--- config.mk ---
export PLATFORM = sky130hd
export DESIGN_NAME = mvm_host_driver
export DESIGN_NICKNAME = d
export VERILOG_FILES = /design/src/rtl/mvm_host_driver.sv
export SDC_FILE = /design/constraint.sdc
export NUM_CORES = 1
export LEC_CHECK = 0
export ABC_AREA = 1
export CAP_MARGIN = 20
export CORE_MARGIN = 2
export CORE_UTILIZATION = 50
export CTS_CLUSTER_SIZE = 16
export DETAILED_ROUTE_END_ITERATION = 7
export PLACE_DENSITY = 0.66
export REMOVE_ABC_BUFFERS = 1
export SYNTH_ARGS = -nofsm -noshare
export SYNTH_HDL_FRONTEND = slang
export SYNTH_SLANG_ARGS = --single-unit
--- constraint.sdc ---
create_clock -name clk -period 2.8 [get_ports clk]
set_clock_uncertainty 0.1 [all_clocks]
set_input_delay 0.7 -clock clk [delete_from_list [all_inputs] [get_ports clk]]
set_output_delay 0.7 -clock clk [all_outputs]
set_load 0.05 [all_outputs]
--- src/rtl/mvm_host_driver.sv ---
// Host-side sequencer for a K x K matrix-vector multiply engine: streams the matrix
// and vector in, launches the compute, buffers the K result words and drains them.
module mvm_host_driver #(
    parameter int K       = 32,
    parameter int B       = 8,
    parameter int TIMEOUT = 4096
) (
    input  logic           clk,
    input  logic           reset,
    input  logic           s_valid,
    output logic           s_ready,
    input  logic [B-1:0]   s_data,
    input  logic           reuse_matrix,
    output logic           loadMatrix,
    output logic           loadVector,
    output logic           start,
    output logic [B-1:0]   data_in,
    input  logic           done,
    input  logic [2*B-1:0] data_out,
    output logic           r_valid,
    input  logic           r_ready,
    output logic [2*B-1:0] r_data,
    output logic           r_last,
    output logic           busy,
    output logic           error
);

    localparam int CW = $clog2(K*K+1);
    localparam int VW = $clog2(K+1);
    localparam int TW = $clog2(TIMEOUT+1);
    localparam int IW = (K > 1) ? $clog2(K) : 1;

    localparam logic [CW-1:0] MAT_LAST  = CW'(K*K-1);
    localparam logic [VW-1:0] VEC_LAST  = VW'(K-1);
    localparam logic [TW-1:0] WAIT_LAST = TW'(TIMEOUT-1);

    typedef enum logic [3:0] {
        IDLE    = 4'd0,
        LM_CMD  = 4'd1,
        LM_DATA = 4'd2,
        LV_CMD  = 4'd3,
        LV_DATA = 4'd4,
        START   = 4'd5,
        WAIT    = 4'd6,
        CAPTURE = 4'd7,
        DRAIN   = 4'd8
    } state_t;

    state_t          state_q, state_d;
    logic [CW-1:0]   elem_cnt_q, elem_cnt_d;
    logic [VW-1:0]   vec_cnt_q, vec_cnt_d;
    logic [TW-1:0]   wait_cnt_q, wait_cnt_d;
    logic            matrix_loaded_q, matrix_loaded_d;
    logic            error_q, error_d;
    logic [2*B-1:0]  res_buf_q [K];
    logic [2*B-1:0]  res_buf_d [K];

    logic            s_ready_q, s_ready_d;
    logic            load_matrix_q, load_matrix_d;
    logic            load_vector_q, load_vector_d;
    logic            start_q, start_d;
    logic            r_valid_q, r_valid_d;
    logic            r_last_q, r_last_d;
    logic [2*B-1:0]  r_data_q, r_data_d;
    logic            busy_q, busy_d;

    // Next-state, counter, buffer and output decode; outputs follow the next state
    // so every command strobe is a flop that is high exactly while in its state.
    always_comb begin
        state_d         = state_q;
        elem_cnt_d      = elem_cnt_q;
        vec_cnt_d       = vec_cnt_q;
        wait_cnt_d      = wait_cnt_q;
        matrix_loaded_d = matrix_loaded_q;
        error_d         = error_q;
        res_buf_d       = res_buf_q;

        case (state_q)
            IDLE: begin
                elem_cnt_d = '0;
                vec_cnt_d  = '0;
                wait_cnt_d = '0;
                if (s_valid) begin
                    state_d = (reuse_matrix && matrix_loaded_q) ? LV_CMD : LM_CMD;
                end else begin
                    state_d = IDLE;
                end
            end
            LM_CMD: begin
                elem_cnt_d = '0;
                state_d    = LM_DATA;
            end
            LM_DATA: begin
                if (!s_valid) begin
                    // The engine cannot be stalled, so a gap kills the whole job.
                    error_d         = 1'b1;
                    matrix_loaded_d = 1'b0;
                    elem_cnt_d      = '0;
                    state_d         = IDLE;
                end else if (elem_cnt_q == MAT_LAST) begin
                    matrix_loaded_d = 1'b1;
                    elem_cnt_d      = '0;
                    state_d         = LV_CMD;
                end else begin
                    elem_cnt_d = elem_cnt_q + CW'(1);
                end
            end
            LV_CMD: begin
                elem_cnt_d = '0;
                state_d    = LV_DATA;
            end
            LV_DATA: begin
                if (!s_valid) begin
                    error_d         = 1'b1;
                    matrix_loaded_d = 1'b0;
                    elem_cnt_d      = '0;
                    state_d         = IDLE;
                end else if (elem_cnt_q == CW'(K-1)) begin
                    elem_cnt_d = '0;
                    state_d    = START;
                end else begin
                    elem_cnt_d = elem_cnt_q + CW'(1);
                end
            end
            START: begin
                wait_cnt_d = '0;
                state_d    = WAIT;
            end
            WAIT: begin
                if (done) begin
                    res_buf_d[0] = data_out;
                    vec_cnt_d    = VW'(1);
                    wait_cnt_d   = '0;
                    state_d      = CAPTURE;
                end else if (wait_cnt_q == WAIT_LAST) begin
                    error_d    = 1'b1;
                    wait_cnt_d = '0;
                    state_d    = IDLE;
                end else begin
                    wait_cnt_d = wait_cnt_q + TW'(1);
                end
            end
            CAPTURE: begin
                res_buf_d[vec_cnt_q[IW-1:0]] = data_out;
                if (vec_cnt_q == VEC_LAST) begin
                    vec_cnt_d = '0;
                    state_d   = DRAIN;
                end else begin
                    vec_cnt_d = vec_cnt_q + VW'(1);
                end
            end
            DRAIN: begin
                if (r_ready) begin
                    if (vec_cnt_q == VEC_LAST) begin
                        vec_cnt_d = '0;
                        state_d   = IDLE;
                    end else begin
                        vec_cnt_d = vec_cnt_q + VW'(1);
                    end
                end else begin
                    vec_cnt_d = vec_cnt_q;
                end
            end
            default: begin
                state_d = IDLE;
            end
        endcase

        s_ready_d     = (state_d == LM_DATA) || (state_d == LV_DATA);
        load_matrix_d = (state_d == LM_CMD);
        load_vector_d = (state_d == LV_CMD);
        start_d       = (state_d == START);
        r_valid_d     = (state_d == DRAIN);
        busy_d        = (state_d != IDLE);
        if (r_valid_d) begin
            r_data_d = res_buf_d[vec_cnt_d[IW-1:0]];
            r_last_d = (vec_cnt_d == VEC_LAST);
        end else begin
            r_data_d = '0;
            r_last_d = 1'b0;
        end
    end

    // State, counters, result buffer and registered outputs.
    always_ff @(posedge clk or negedge reset) begin
        if (!reset) begin
            state_q         <= IDLE;
            elem_cnt_q      <= '0;
            vec_cnt_q       <= '0;
            wait_cnt_q      <= '0;
            matrix_loaded_q <= 1'b0;
            error_q         <= 1'b0;
            for (int i = 0; i < K; i++) begin
                res_buf_q[i] <= '0;
            end
            s_ready_q       <= 1'b0;
            load_matrix_q   <= 1'b0;
            load_vector_q   <= 1'b0;
            start_q         <= 1'b0;
            r_valid_q       <= 1'b0;
            r_last_q        <= 1'b0;
            r_data_q        <= '0;
            busy_q          <= 1'b0;
        end else begin
            state_q         <= state_d;
            elem_cnt_q      <= elem_cnt_d;
            vec_cnt_q       <= vec_cnt_d;
            wait_cnt_q      <= wait_cnt_d;
            matrix_loaded_q <= matrix_loaded_d;
            error_q         <= error_d;
            res_buf_q       <= res_buf_d;
            s_ready_q       <= s_ready_d;
            load_matrix_q   <= load_matrix_d;
            load_vector_q   <= load_vector_d;
            start_q         <= start_d;
            r_valid_q       <= r_valid_d;
            r_last_q        <= r_last_d;
            r_data_q        <= r_data_d;
            busy_q          <= busy_d;
        end
    end

    assign s_ready    = s_ready_q;
    assign loadMatrix = load_matrix_q;
    assign loadVector = load_vector_q;
    assign start      = start_q;
    assign data_in    = s_ready_q ? s_data : '0;
    assign r_valid    = r_valid_q;
    assign r_data     = r_data_q;
    assign r_last     = r_last_q;
    assign busy       = busy_q;
    assign error      = error_q;

endmodule

Word level (Yosys, flattened, before mapping) --
Cells that the tools add are included.
Operators by class: $add $sub $neg 3, $lt $le $gt $ge 3, eq/ne operators 24, multiplexer cells 44, bitwise logic cells 2, reduce and logical (&&, ||, !) cells 14
Operators with widths (number):
- 512-bit bitwise mux | 1
- 496-bit 2-to-1 mux | 1
- 16-bit binary-select mux with 5-bit select | 1
- 16-bit demux with 5-bit select | 1
- 16-bit 2-to-1 mux | 5
- 11-bit 2-to-1 mux | 4
- 4-bit 2-to-1 mux | 9
- 4-bit one-hot mux with 9 select lines | 1
- 11-bit one-hot mux with 3 select lines | 1
- 16-bit one-hot mux with 2 select lines | 1
- 13-bit 2-to-1 mux | 2
- 13-bit one-hot mux with 2 select lines | 1
- 4-bit by 3-bit == test with 1-bit output (second input constant) | 6
- 6-bit one-hot mux with 4 select lines | 1
- 6-bit 2-to-1 mux | 3
- 4-bit by 2-bit == test with 1-bit output (second input constant) | 4
- 13-bit by 1-bit adder with 13-bit output (second input constant) | 1
- 13-bit by 12-bit == test with 1-bit output (second input constant) | 1
- 6-bit by 5-bit == test with 1-bit output (second input constant) | 2
- 6-bit >= comparator (second input constant) | 2
- 5-bit NOT with 6-bit output | 2
- 11-bit by 1-bit adder with 11-bit output (second input constant) | 1
- 11-bit by 10-bit == test with 1-bit output (second input constant) | 1
- 11-bit by 5-bit == test with 1-bit output (second input constant) | 1
- other kinds (20) | 37
Word-level totals: flip-flop bits (word level) 571, input bits 30, output and inout bits 32, word-level logic and storage cells 136

Logic depth before layout (Yosys ltp) --
Gate-level depths: netlist (run 1).
depth in word-level cells 11, mapped depth 18, mapped depth without buffers 15

Worst setup path after synthesis (run 1) --
Ideal clock, no wire load.
path type reg2reg, start point register vec_cnt_q[0], end point register r_data_q[6] (netlist: r_data[6]), arrival 2.101 ns, data required time 2.628 ns, path slack 0.527 ns, cell stages (with the launch flop) 18, buffers on the path 2, clock period less this slack 2.273 ns, cell sequence dfrtp_1 -> ha_1 -> nand3_1 -> nor2_1 -> inv_1 -> nand2_1 -> nor2_1 -> nor2_1 -> buf_2 -> buf_2 -> nand3_1 -> nand3_1 -> nand3_1 -> nand3_1 -> nand2_1 -> nand2_1 -> nand2_1 -> nor2_1
On the way: longest elaborated chain between the ends 11, elaborated cells between the ends (all ways) 25, those cells by class add/sub: 1; order compare: 2; eq/ne: 2; mux: 17; bitwise: 2; reduce/logical: 1
RTL lines:
- start: declaration | line 51 | logic [VW-1:0] vec_cnt_q, vec_cnt_d;
- start signal: assignment | line 207 | vec_cnt_q <= vec_cnt_d;
- 5-bit NOT with 6-bit output (implied by the code) | line 144 | res_buf_d[vec_cnt_q[IW-1:0]] = data_out;
- 6-bit >= comparator (implied by the code) / 6-bit by 1-bit < comparator with 1-bit output (equally long branches) | line 144
- 1-bit logical AND (implied by the code) | line 144
- 16-bit 2-to-1 mux (implied by the code) | line 144
- 16-bit demux with 5-bit select | line 144
- 512-bit bitwise mux | line 144
- 16-bit one-hot mux with 2 select lines / 496-bit 2-to-1 mux (equally long branches) | line 78 | case (state_q)
- 16-bit binary-select mux with 5-bit select | line 176 | r_data_d = res_buf_d[vec_cnt_d[IW-1:0]];
- 16-bit 2-to-1 mux (implied by the code) (2 in a row) | line 176
- 16-bit 2-to-1 mux (*) | line 175 | if (r_valid_d) begin
- via r_data_d[6] | line 64 | logic [2*B-1:0] r_data_q, r_data_d;
- end signal: assignment | line 218 | r_data_q <= r_data_d;
- end: declaration | line 64
The timed path passes the listed nets; every way through them passes the cells marked *. The select of a mux whose other input is x is not followed. A chain may end at the register's enable or synchronous reset.

Final worst setup path (run 1) --
start point register state_q[2], end point register r_data_q[1] (netlist: r_data[1])
On the way: longest elaborated chain between the ends 7, elaborated cells between the ends (all ways) 28, those cells by class eq/ne: 9; mux: 17; bitwise: 1; reduce/logical: 1
RTL lines:
- start: declaration | line 49 | state_t state_q, state_d;
- start signal: assignment | line 205 | state_q <= state_d;
- 4-bit == test (tied with other cells) | line 78
- 6-bit one-hot mux with 4 select lines | line 78
- 5-bit NOT with 6-bit output (implied by the code) | line 176
- 16-bit binary-select mux with 5-bit select | line 176
- 16-bit 2-to-1 mux (implied by the code) (2 in a row) | line 176
- 16-bit 2-to-1 mux (*) | line 175
- via r_data_d[1] | line 64
Marks and branches as above.

==> reports/qor.yml, run 1 <==
power:
  switchingPower_mw: 8.62
  vdd_drop_max_mv: 0.545
  p_seq_share_pct: 34.2
  internal-power_mw: 16.5
  power_frac_comb_pct: 30.9
  power_density_mw_per_mm2: 767
  pwr-share-clk_pct: 34.9
  p_sw_share_pct: 34.2
  leakagePower_nw: 16.8
setup_path:
  worstSetupEndpointType: "flop"
  r2r_end: "r_data[1]"
  crit_type: "flop to flop"
  r2r_cells: 16
  critPathSlowestCell: "dfrtp_1"
  cpPeakStageDelay_ps: 400
  r2r_slack_ps: 20
  startpoint: "state_q[2]"
  cp_common_cell: "nand3_1"
  path_cells: "inv_2, nor2_4, nand2_2, nor2_2, inv_2, nand3_4, clkinv_8, buf_4, buf_12, buf_4, nand2_1, nand3_1, nand3_1, nand3_1, a21oi_2, nor2_1"
  cp_max_fo: 16
  start_kind: "flop"
  crit_required_ps: 3220
  cp.arrival_ps: 3210
  rr_startpoint: "state_q[2]"
worst_hold_path:
  hold_path_end: "res_buf_q[153]"
  min_from: "res_buf_q[153]"
  hold_class: "flop to flop"
  min_path_cells: 2
grt:
  grt_pass1_vias: 24400
  track_usage_pct: 32.1
  grt_pass1_wl_um: 140000
  antenna_found_initial: 0
  grt_max_degree: 73
  grt_overflow_total: 0
routing:
  drt_wl_total_um: 89600
  vias: 24800
  viasPerCell: 5.77
  ant_nets: 0
  drc: 0
  drtPass1Iterations: 6
  wl_per_cell_um: 20.8
  drt_iter0_markers: 3264
clock_tree:
  htree_levels: 2
  cts.sinks: 571
  clkTransAtPathRegs_ps: 60
  numCtsBuffers: 61
  clockBufferDepth: 3
  cts-root-buf: "clkbuf_16"
  clock_latency_ps: 640
  cts_tree: "yes"
job:
  drv_cap: 0
synth:
  yosys_warnings: 0
  yosys_most_used_dff: "dfrtp_1"
  synth_top_area_share_pct: 53.6
  synth_cell_types: 39
  avgSynthCellArea_sq_um: 7.81
  synth_area_sq_mm: 0.0266
  synthMuxAreaShare_pct: 0
  synth_seq_area_share_pct: 53.6
  synth_edf_count: 0
  yosysMostFrequentCell: "nand2_1"
  synth_top_family_by_area: "simple AND/OR/NAND/NOR gates"
  synthTopCellsByArea: "dfrtp_1, nand2_1, nand3_1, o21ai_0, o21ai_1"
  synth-adder-area-share_pct: 0.282
  synthArstFlopShare_pct: 100
  synthSimpleGateAreaFrac_pct: 30.7
  synth-seq-cells: 571
  syn-instance-count: 3409
  yosysTopAreaCell: "dfrtp_1"
  yosys-top-cells-count: "nand2_1, dfrtp_1, nand3_1"
  synthXorXnorAreaFrac_pct: 0.0986
  synth-compound-area-share_pct: 9.32
floorplan:
  start_util_pct: 50.6
  dieArea_sq_mm: 0.0551
  rows: 84
  die_w_um: 235
  core_sq_mm: 0.0527
  ios: 62
  floorplan.die.height_um: 235
layout:
  layout.nets: 3595
  drive_gt1_share_pct: 12.8
  fin_area_sq_mm: 0.0328
  post-route-util_pct: 62.3
  areaGrowthSynthToFinish_pct: 23.2
  insertedDiodeCount: 0
status:
  status: "finished clean"
timing:
  fmax_ghz: 0.359
  tightest_slew_ps: 766
  max_slew_margin_pct: 49.0
  period_minus_slack_ps: 2780
  grt_setup_unrepaired: "true"
  setup_violations: 0
  period_share_pct: 99.4
  finalMaxSlewViolations: 0
  finalHoldViolCount: 0
placed_design:
  gp_congestion: 0.947
  dp_hpwl_um: 57500
  dpl-instance-area_sq_mm: 0.0300
  port_buffers: 61
[critical path, delay by kind of cell (launching register included)]
kind	cells	cell delay (ps)
DFF	1	400
buffers and inverters	6	780
and+or+nand+nor	9	1120
AOI/OAI and AO/OA	1	230
[power groups by stage]
stage / logic, mW / clock network (mW) / registers, mW
finish: 7.79 / 8.77 / 8.61
global route: 8.54 / 9.21 / 8.63
CTS: 7.32 / 8.86 / 8.60
detailed placement: 7.20 / 0 / 8.74
global placement: 7.14 / 0 / 8.73
floorplan: 3.47 / 0 / 8.73
[area by class of cell]
cell class	instances	area (sq um)
fillers	4491	19800
inverters	147	567
multi-input cells	2448	11000
well taps	688	861
clock buffers	87	1820
clock inverters	29	388
repair buffers	330	3890
flip-flops and latches	571	14300
[flip-flops by register name, indices dropped and copies added (netlist names)]
signal / cells
busy: 1
elem_cnt_q: 11
error: 1
loadMatrix: 1
loadVector: 1
matrix_loaded_q: 1
r_data: 16
r_last: 1
r_valid: 1
res_buf_q: 512
s_ready: 1
start: 1
state_q: 4
vec_cnt_q: 6
wait_cnt_q: 13
[cell families after synthesis]
| logic type | count (synthesis) |
|---|---|
| AO/OA/AOI/OAI | 487 |
| flip-flops | 571 |
| buffers and inverters | 390 |
| adder cells (fa/ha/maj) | 6 |
| XOR/XNOR | 3 |
| AND/OR/NAND/NOR | 1952 |
[worst max path at each step]
stage / to / slack (ps) / cells past startpoint
after CTS: r_data[3] / 4 / 1
after detailed placement: r_data[4] / -770 / 14
after global routing: r_data[1] / -90 / 16
final: r_data[1] / 20 / 16
after global placement: r_data[4] / -770 / 14
after floorplan: r_data[0] / -8590 / 15
[metrics by stage]
stage / hold slack [ps] / power (mW) / setup WS (ps) / TNS, ps / std cells
after floorplan: 304 / 12.2 / -8590 / -151710 / 3166
after global routing: 392 / 26.4 / -85.6 / -248 / 4300
after global placement: 357 / 15.9 / -771 / -7430 / 4160
final: 381 / 25.2 / 16.1 / 0 / 4300
after detailed placement: 363 / 15.9 / -772 / -7510 / 4160
after CTS: 377 / 24.8 / 4.39 / 0 / 4280
[repair_timing]
item	4_1_cts	5_1_grt
pin swaps	1	14
buffers inserted	2	16
resized for setup	20	66
hold endpoints to repair	38	0
cloned	1	4
hold buffers	1	0
endpoints found under the setup margin	11	17
[cells in the final DEF, fill, tap and decap left out, types with 4 or more instances in the layout]
master           Yosys  routed
a21oi_1             37      27
a21oi_2              0       5
a21oi_4              0       5
buf_12               0      88
buf_4                6     174
buf_6                1       6
bufinv_16            0       8
clkbuf_1           143       8
clkbuf_16            0      66
clkbuf_8             0      17
clkdlybuf4s50_1      0      49
clkinv_2             0      13
clkinvlp_4           0       5
dfrtp_1            571     565
dfrtp_2              0       6
ha_1                 6       5
inv_1              139     137
inv_2                7       8
nand2_1           1255    1245
nand2_2              3      10
nand3_1            556     546
nand3_2              0       9
nor2_1              98      88
nor2_2               5      12
nor2_4               6       9
nor3_1              11      11
nor3b_1              5       5
o211ai_1             4       4
o21ai_0            225     211
o21ai_1            211     224
[layer usage]
layer  vias to the layer above  track usage, %  wire length (um)
met1                     12000            45.1             37500
met2                      1214            49.3             40100
met4                         0            11.6              3150
met5                         -               0                 0
met3                       197            7.11              8800
li1                      11400               -                 -
Note: power is estimated with default switching activity, not from simulation.
==> inputs of run 2 (changes only) <==
- SKIP_LAST_GASP: not set -> 1
- TNS_END_PERCENT: not set -> 20
==> run 2 against run 1 <==
  * Largest power group unchanged
  * Sequential power about the same
  * The flow now finishes with violations (negative setup slack)
  * Critical path depth is 2 lower
  * Sequential cell count stayed put
  * Core utilization decreased by 0.53 points
  * Combinational power down 3.2%
  * Hold slack worse by 1.9 ps
  * First-iteration DRC count down 5.5%
  * Count of clock-buffer cells in the layout stayed put
==> reports/qor.yml, run 2 (synthesis gave the netlist of run 1 again) <==
routing:
  wl_per_cell_um: 20.7  # -0.75%
  drc: 0  # unchanged
  drt_wl_total_um: 88700  # -1.0%
  drtPass1Iterations: 6  # unchanged
  vias: 24800  # -0.17%
  viasPerCell: 5.78  # about the same
  ant_nets: 0  # unchanged
  drt_iter0_markers: 3083  # -5.5%
placed_design:
  port_buffers: 61  # unchanged
  post-place-ws_ps: -772  # unchanged
  dp_hpwl_um: 57500  # unchanged
  placed_cells: 4160  # unchanged
  gp_congestion: 0.947  # unchanged
  dpl-instance-area_sq_mm: 0.0300  # unchanged
layout:
  layout_commonest_cell: "nand2_1"
  areaGrowthSynthToFinish_pct: 22.2
  insertedDiodeCount: 0  # unchanged
  final_cell_mix: "nand2_1, dfrtp_1, nand3_1"
  layout.nets: 3584  # -0.31%
  largest_register_ff_count: 512  # unchanged
  drive_gt1_share_pct: 12.2  # -0.63 points
  post-route-util_pct: 61.8  # -0.53 points
  fin_area_sq_mm: 0.0325  # -0.85%
  finalNonFillerCells: 4289  # -0.26%
  largest-register: "res_buf_q"
timing:
  finalMaxSlewViolations: 0  # unchanged
  grt_setup_unrepaired: "true"
  period_share_pct: 100  # +0.94 points
  setup_slack_ps: -10.2  # -26.3 ps
  tightest_slew_ps: 743  # -22.4 ps
  max_slew_margin_pct: 50.4  # +1.5 points
  period_minus_slack_ps: 2810  # +26.3 ps
  setup_violations: 3  # +3
  finalHoldViolCount: 0  # unchanged
  fmax_ghz: 0.356  # -0.94%
grt:
  grt_pass1_wl_um: 139000  # -0.40%
  track_usage_pct: 32.0  # -0.17 points
  grt_overflow_total: 0  # unchanged
  grt_pass1_vias: 24400  # -0.14%
  grt_max_degree: 73  # unchanged
  antenna_found_initial: 0  # unchanged
setup_path:
  cpPeakStageDelay_ps: 450  # +50 ps
  r2r_slack_ps: -10  # -30 ps
  crit_end: "r_data[10]"
  crit_cells: 14  # -2
  cp_common_cell: "nand3_1"
  rr_startpoint: "state_q[0]"
  path_cells: "nand2_1, inv_2, nand2_4, nand2_2, nand2_2, nor2_1, a21oi_4, buf_12, buf_12, nand3_1, nand3_1, nand3_1, a21oi_2, nor2_1"
  cp.arrival_ps: 3230  # +20 ps
  crit_type: "flop to flop"
  cp_max_fo: 23  # +7
  r2r_cells: 14  # -2
  worstSetupEndpointType: "flop"
  r2r_end: "r_data[10]"
  startpoint: "state_q[0]"
  cp_num_buf_inv: 3  # -3
  start_kind: "flop"
  critPathSlowestCell: "dfrtp_2"
  crit_required_ps: 3220  # about the same
  path_delay_family: "simple AND/OR/NAND/NOR gates"
floorplan:
  start_util_pct: 50.6  # unchanged
  ios: 62  # unchanged
  rows: 84  # unchanged
  floorplan.die.height_um: 235  # unchanged
  core_sq_mm: 0.0527  # unchanged
  dieArea_sq_mm: 0.0551  # unchanged
  die_w_um: 235  # unchanged
clock_tree:
  cts-root-buf: "clkbuf_16"
  htree_levels: 2  # unchanged
  cts.sinks: 571  # unchanged
  cts_tree: "yes"
  clkTransAtPathRegs_ps: 60  # about the same
  clock_latency_ps: 640  # about the same
  clockBufferDepth: 3  # unchanged
  numCtsBuffers: 61  # unchanged
power:
  power_density_mw_per_mm2: 765  # -0.20%
  vdd_drop_max_mv: 0.532  # -2.5%
  leakagePower_nw: 16.7  # -0.60%
job:
  drv_cap: 0  # unchanged
worst_hold_path:
  hold_class: "flop to flop"
  min_path_cells: 2  # unchanged
status:
  status: "finished, violations left"
  violations: "negative setup slack"
==> run 2: what timing repair did <==
item	4_1_cts	5_1_grt
gates resized for setup	12	33
setup endpoints to repair	11	20
cloned	0	3
hold endpoints to repair	38	0
pin swaps	1	8
setup buffers	0	9
hold buffers	1	0
==> run 2: layout make-up <==
class                      count  area [sq um]
clock buffer                  87          1820
clock inverter                29           388
fill                        4510         20100
inverter                     147           567
multi-input combinational   2448         10900
sequential                   571         14300
tap                          688           861
timing repair buffer         319          3700
==> run 2: worst min path at each step <==
stage	startpoint	to	slack, ps
2_1_floorplan	reset	busy	300
3_5_place_dp	res_buf_q[444]	res_buf_q[444]	360
3_3_place_gp	res_buf_q[61]	res_buf_q[61]	360
4_1_cts	res_buf_q[152]	res_buf_q[152]	380
6_report	res_buf_q[153]	res_buf_q[153]	380
5_1_grt	res_buf_q[152]	res_buf_q[152]	390
==> run 2: per-layer routing <==
layer	wire length [um]	track usage (%)	vias up
li1	-	-	11400
met1	37600	44.9	12000
met2	39800	49.2	1247
met3	8380	6.77	176
met4	2920	11.3	0
met5	0	0	-
==> run 2: power by group <==
group	internal [mW]	total, mW	switching, mW
sequential	8.48	8.60	0.128
clock	5.25	8.76	3.50
combinational	2.66	7.54	4.87
total	16.4	24.9	8.51
==> run 2: per-stage QoR <==
step           total power [mW]  TNS, ps  hold slack (ps)
6_report                   24.9    -23.5              379
5_1_grt                    26.1     -816              392
4_1_cts                    24.8     -281              377
3_5_place_dp               15.9    -7510              363
3_3_place_gp               15.9    -7430              357
2_1_floorplan              12.2  -151710              304
==> run 2: worst min-delay path: stages, from the launching register on <==
cell and delay (ps):
dfrtp_1 320, nand2_1 50, nand2_1 70
==> inputs of run 3 (changes only) <==
- TNS_END_PERCENT: 20 -> 1
==> run 3 against run 2 <==
  * Die area did not move
  * Wire length fell by 0.25%
  * Power fell by 0.10%
  * First-iteration DRC count rose by 0.97%
  * Sequential power barely moved
  * Cell count barely moved
  * Hold slack improved by 0.68 ps
  * Critical path depth did not move
  * Setup slack got worse by 39 ps
  * Largest cell class unchanged
  * The run still ends with negative setup slack left
  * Sequential share of layout area rose by 0.067 points
==> reports/qor.yml, run 3 (synthesis gave the netlist of run 1 again) <==
status:
  status: "finished, violations left"
  violations: "negative setup slack"
setup_path:
  crit_type: "flop to flop"
  cp.arrival_ps: 3270  # +40 ps
  cp_common_cell: "nand3_1"
  cp_num_buf_inv: 3  # unchanged
  worstSetupEndpointType: "flop"
  start_kind: "flop"
  crit_required_ps: 3220  # about the same
  cpPeakStageDelay_ps: 450  # about the same
  critPathSlowestCell: "dfrtp_2"
  cp_max_fo: 23  # unchanged
  path_cells: "nand2_1, inv_2, nand2_4, nand2_2, nand2_2, nor2_1, a21oi_4, buf_12, buf_12, nand3_1, nand3_1, nand3_1, a21oi_4, nor2_1"
  path_delay_family: "simple AND/OR/NAND/NOR gates"
timing:
  finalMaxSlewViolations: 0  # unchanged
  period_share_pct: 102  # +1.4 points
  max_slew_margin_pct: 48.5  # -1.9 points
  period_minus_slack_ps: 2850  # +39.1 ps
  timing.setup.tns_ps: -49.3  # -25.7 ps
  finalHoldViolCount: 0  # unchanged
  grt_setup_unrepaired: "true"
  tightest_slew_ps: 772  # +28.5 ps
  setup_slack_ps: -49.3  # -39.1 ps
  setup_violations: 1  # -2
  hold_slack_ps: 380  # +0.684 ps
  fmax_ghz: 0.351  # -1.4%
job:
  drv_cap: 0  # unchanged
power:
  power_density_mw_per_mm2: 766  # about the same
  vdd_drop_max_mv: 0.531  # -0.20%
  leakagePower_nw: 16.7  # about the same
  switchingPower_mw: 8.49  # -0.15%
  p_total_mw: 24.9  # -0.10%
  p_sw_share_pct: 34.1  # about the same
  pwr-share-clk_pct: 35.3  # about the same
  internal-power_mw: 16.4  # about the same
  power_frac_comb_pct: 30.2  # about the same
  p_seq_share_pct: 34.6  # about the same
layout:
  layout_commonest_cell: "nand2_1"
  multi_input_area_sq_mm: 0.0109  # -0.14%
  fin_area_sq_mm: 0.0325  # -0.16%
  post-route-util_pct: 61.7  # -0.10 points
  layout.nets: 3582  # -0.056%
  final_cell_mix: "nand2_1, dfrtp_1, nand3_1"
  areaGrowthSynthToFinish_pct: 22.0
  nFillCells: 4516  # +0.13%
  largest_register_ff_count: 512  # unchanged
  drive_gt1_share_pct: 12.0  # -0.16 points
  seqCellArea_sq_mm: 0.0143  # about the same
  largest-register: "res_buf_q"
  finalNonFillerCells: 4287  # -0.047%
  insertedDiodeCount: 0  # unchanged
clock_tree:
  clockBufferDepth: 3  # unchanged
  numCtsBuffers: 61  # unchanged
  clkTransAtPathRegs_ps: 60  # about the same
  cts_tree: "yes"
  clock_latency_ps: 650  # about the same
  htree_levels: 2  # unchanged
  cts-root-buf: "clkbuf_16"
  cts.sinks: 571  # unchanged
worst_hold_path:
  hold_class: "flop to flop"
floorplan:
  ios: 62  # unchanged
  core_sq_mm: 0.0527  # unchanged
  dieArea_sq_mm: 0.0551  # unchanged
  rows: 84  # unchanged
  floorplan.die.height_um: 235  # unchanged
  die_w_um: 235  # unchanged
  start_util_pct: 50.6  # unchanged
routing:
  drtPass1Iterations: 6  # unchanged
  drt_iter0_markers: 3113  # +0.97%
  vias: 24700  # -0.21%
  ant_nets: 0  # unchanged
  drt_wl_total_um: 88500  # -0.25%
  viasPerCell: 5.77  # -0.16%
  wl_per_cell_um: 20.6  # -0.21%
  drc: 0  # unchanged
grt:
  grt_pass1_wl_um: 139000  # about the same
  antenna_found_initial: 0  # unchanged
  grt_pass1_vias: 24400  # +0.14%
  grt_overflow_total: 0  # unchanged
  track_usage_pct: 31.9  # about the same
  grt_max_degree: 73  # unchanged
placed_design:
  post-place-ws_ps: -772  # unchanged
  dpl-instance-area_sq_mm: 0.0300  # unchanged
  placed_cells: 4160  # unchanged
  port_buffers: 61  # unchanged
  gp_congestion: 0.947  # unchanged
  dp_hpwl_um: 57500  # unchanged
[run 3: changes by cell type in the layout (fill, tap and decap cells not counted), sizes merged]
cell    change
clkbuf      -1
buf         -1
[run 3: worst paths after layout]
check                      slack (ps)  cells past startpoint           start        endpoint
max                               -50                     14      state_q[0]       r_data[4]
min                               380                      2  res_buf_q[444]  res_buf_q[444]
max reg2reg                       -50                     14      state_q[0]       r_data[4]
min reg2reg                       380                      2  res_buf_q[444]  res_buf_q[444]
max in group asynchronous        1160                      3           reset  res_buf_q[456]
min in group asynchronous         540                      2           reset  res_buf_q[254]
[run 3: final cells by class]
class	instances	area share (%)
Inverter	147	1.74
Timing Repair Buffer	317	11.3
Clock buffer	87	5.59
Multi-Input combinational cell	2448	33.5
Sequential cell	571	44.0
Clock inverter	29	1.19
Tap cell	688	2.65
[run 3: worst min-delay path, delay by kind of cell (launching register included)]
family / cells / cell delay (ps)
flops: 1 / 320
simple gates: 2 / 120
[run 3: power groups by stage]
stage / Sequential (mW) / Combinational (mW) / Clock, mW
floorplan: 8.73 / 3.47 / 0
global placement: 8.73 / 7.14 / 0
detailed placement: 8.74 / 7.20 / 0
CTS: 8.60 / 7.29 / 8.86
global route: 8.62 / 8.28 / 9.21
finish: 8.60 / 7.51 / 8.77
[run 3: what timing repair did]
action / CTS / global route
hold endpoints to repair: 38 / 0
hold buffers: 1 / 0
pin swaps: 0 / 6
buffers inserted: 0 / 8
setup endpoints to repair: 11 / 20
gates cloned: 0 / 2
gates resized for setup: 7 / 32
[run 3: routing by layer]
| metal | global-route usage, % | vias to the layer above | routed length, um |
|---|---|---|---|
| met5 | 0 | - | 0 |
| met4 | 11.5 | 0 | 3110 |
| met3 | 6.93 | 191 | 8640 |
| met2 | 49.1 | 1237 | 39500 |
| met1 | 44.7 | 11900 | 37200 |
| li1 | - | 11400 | - |
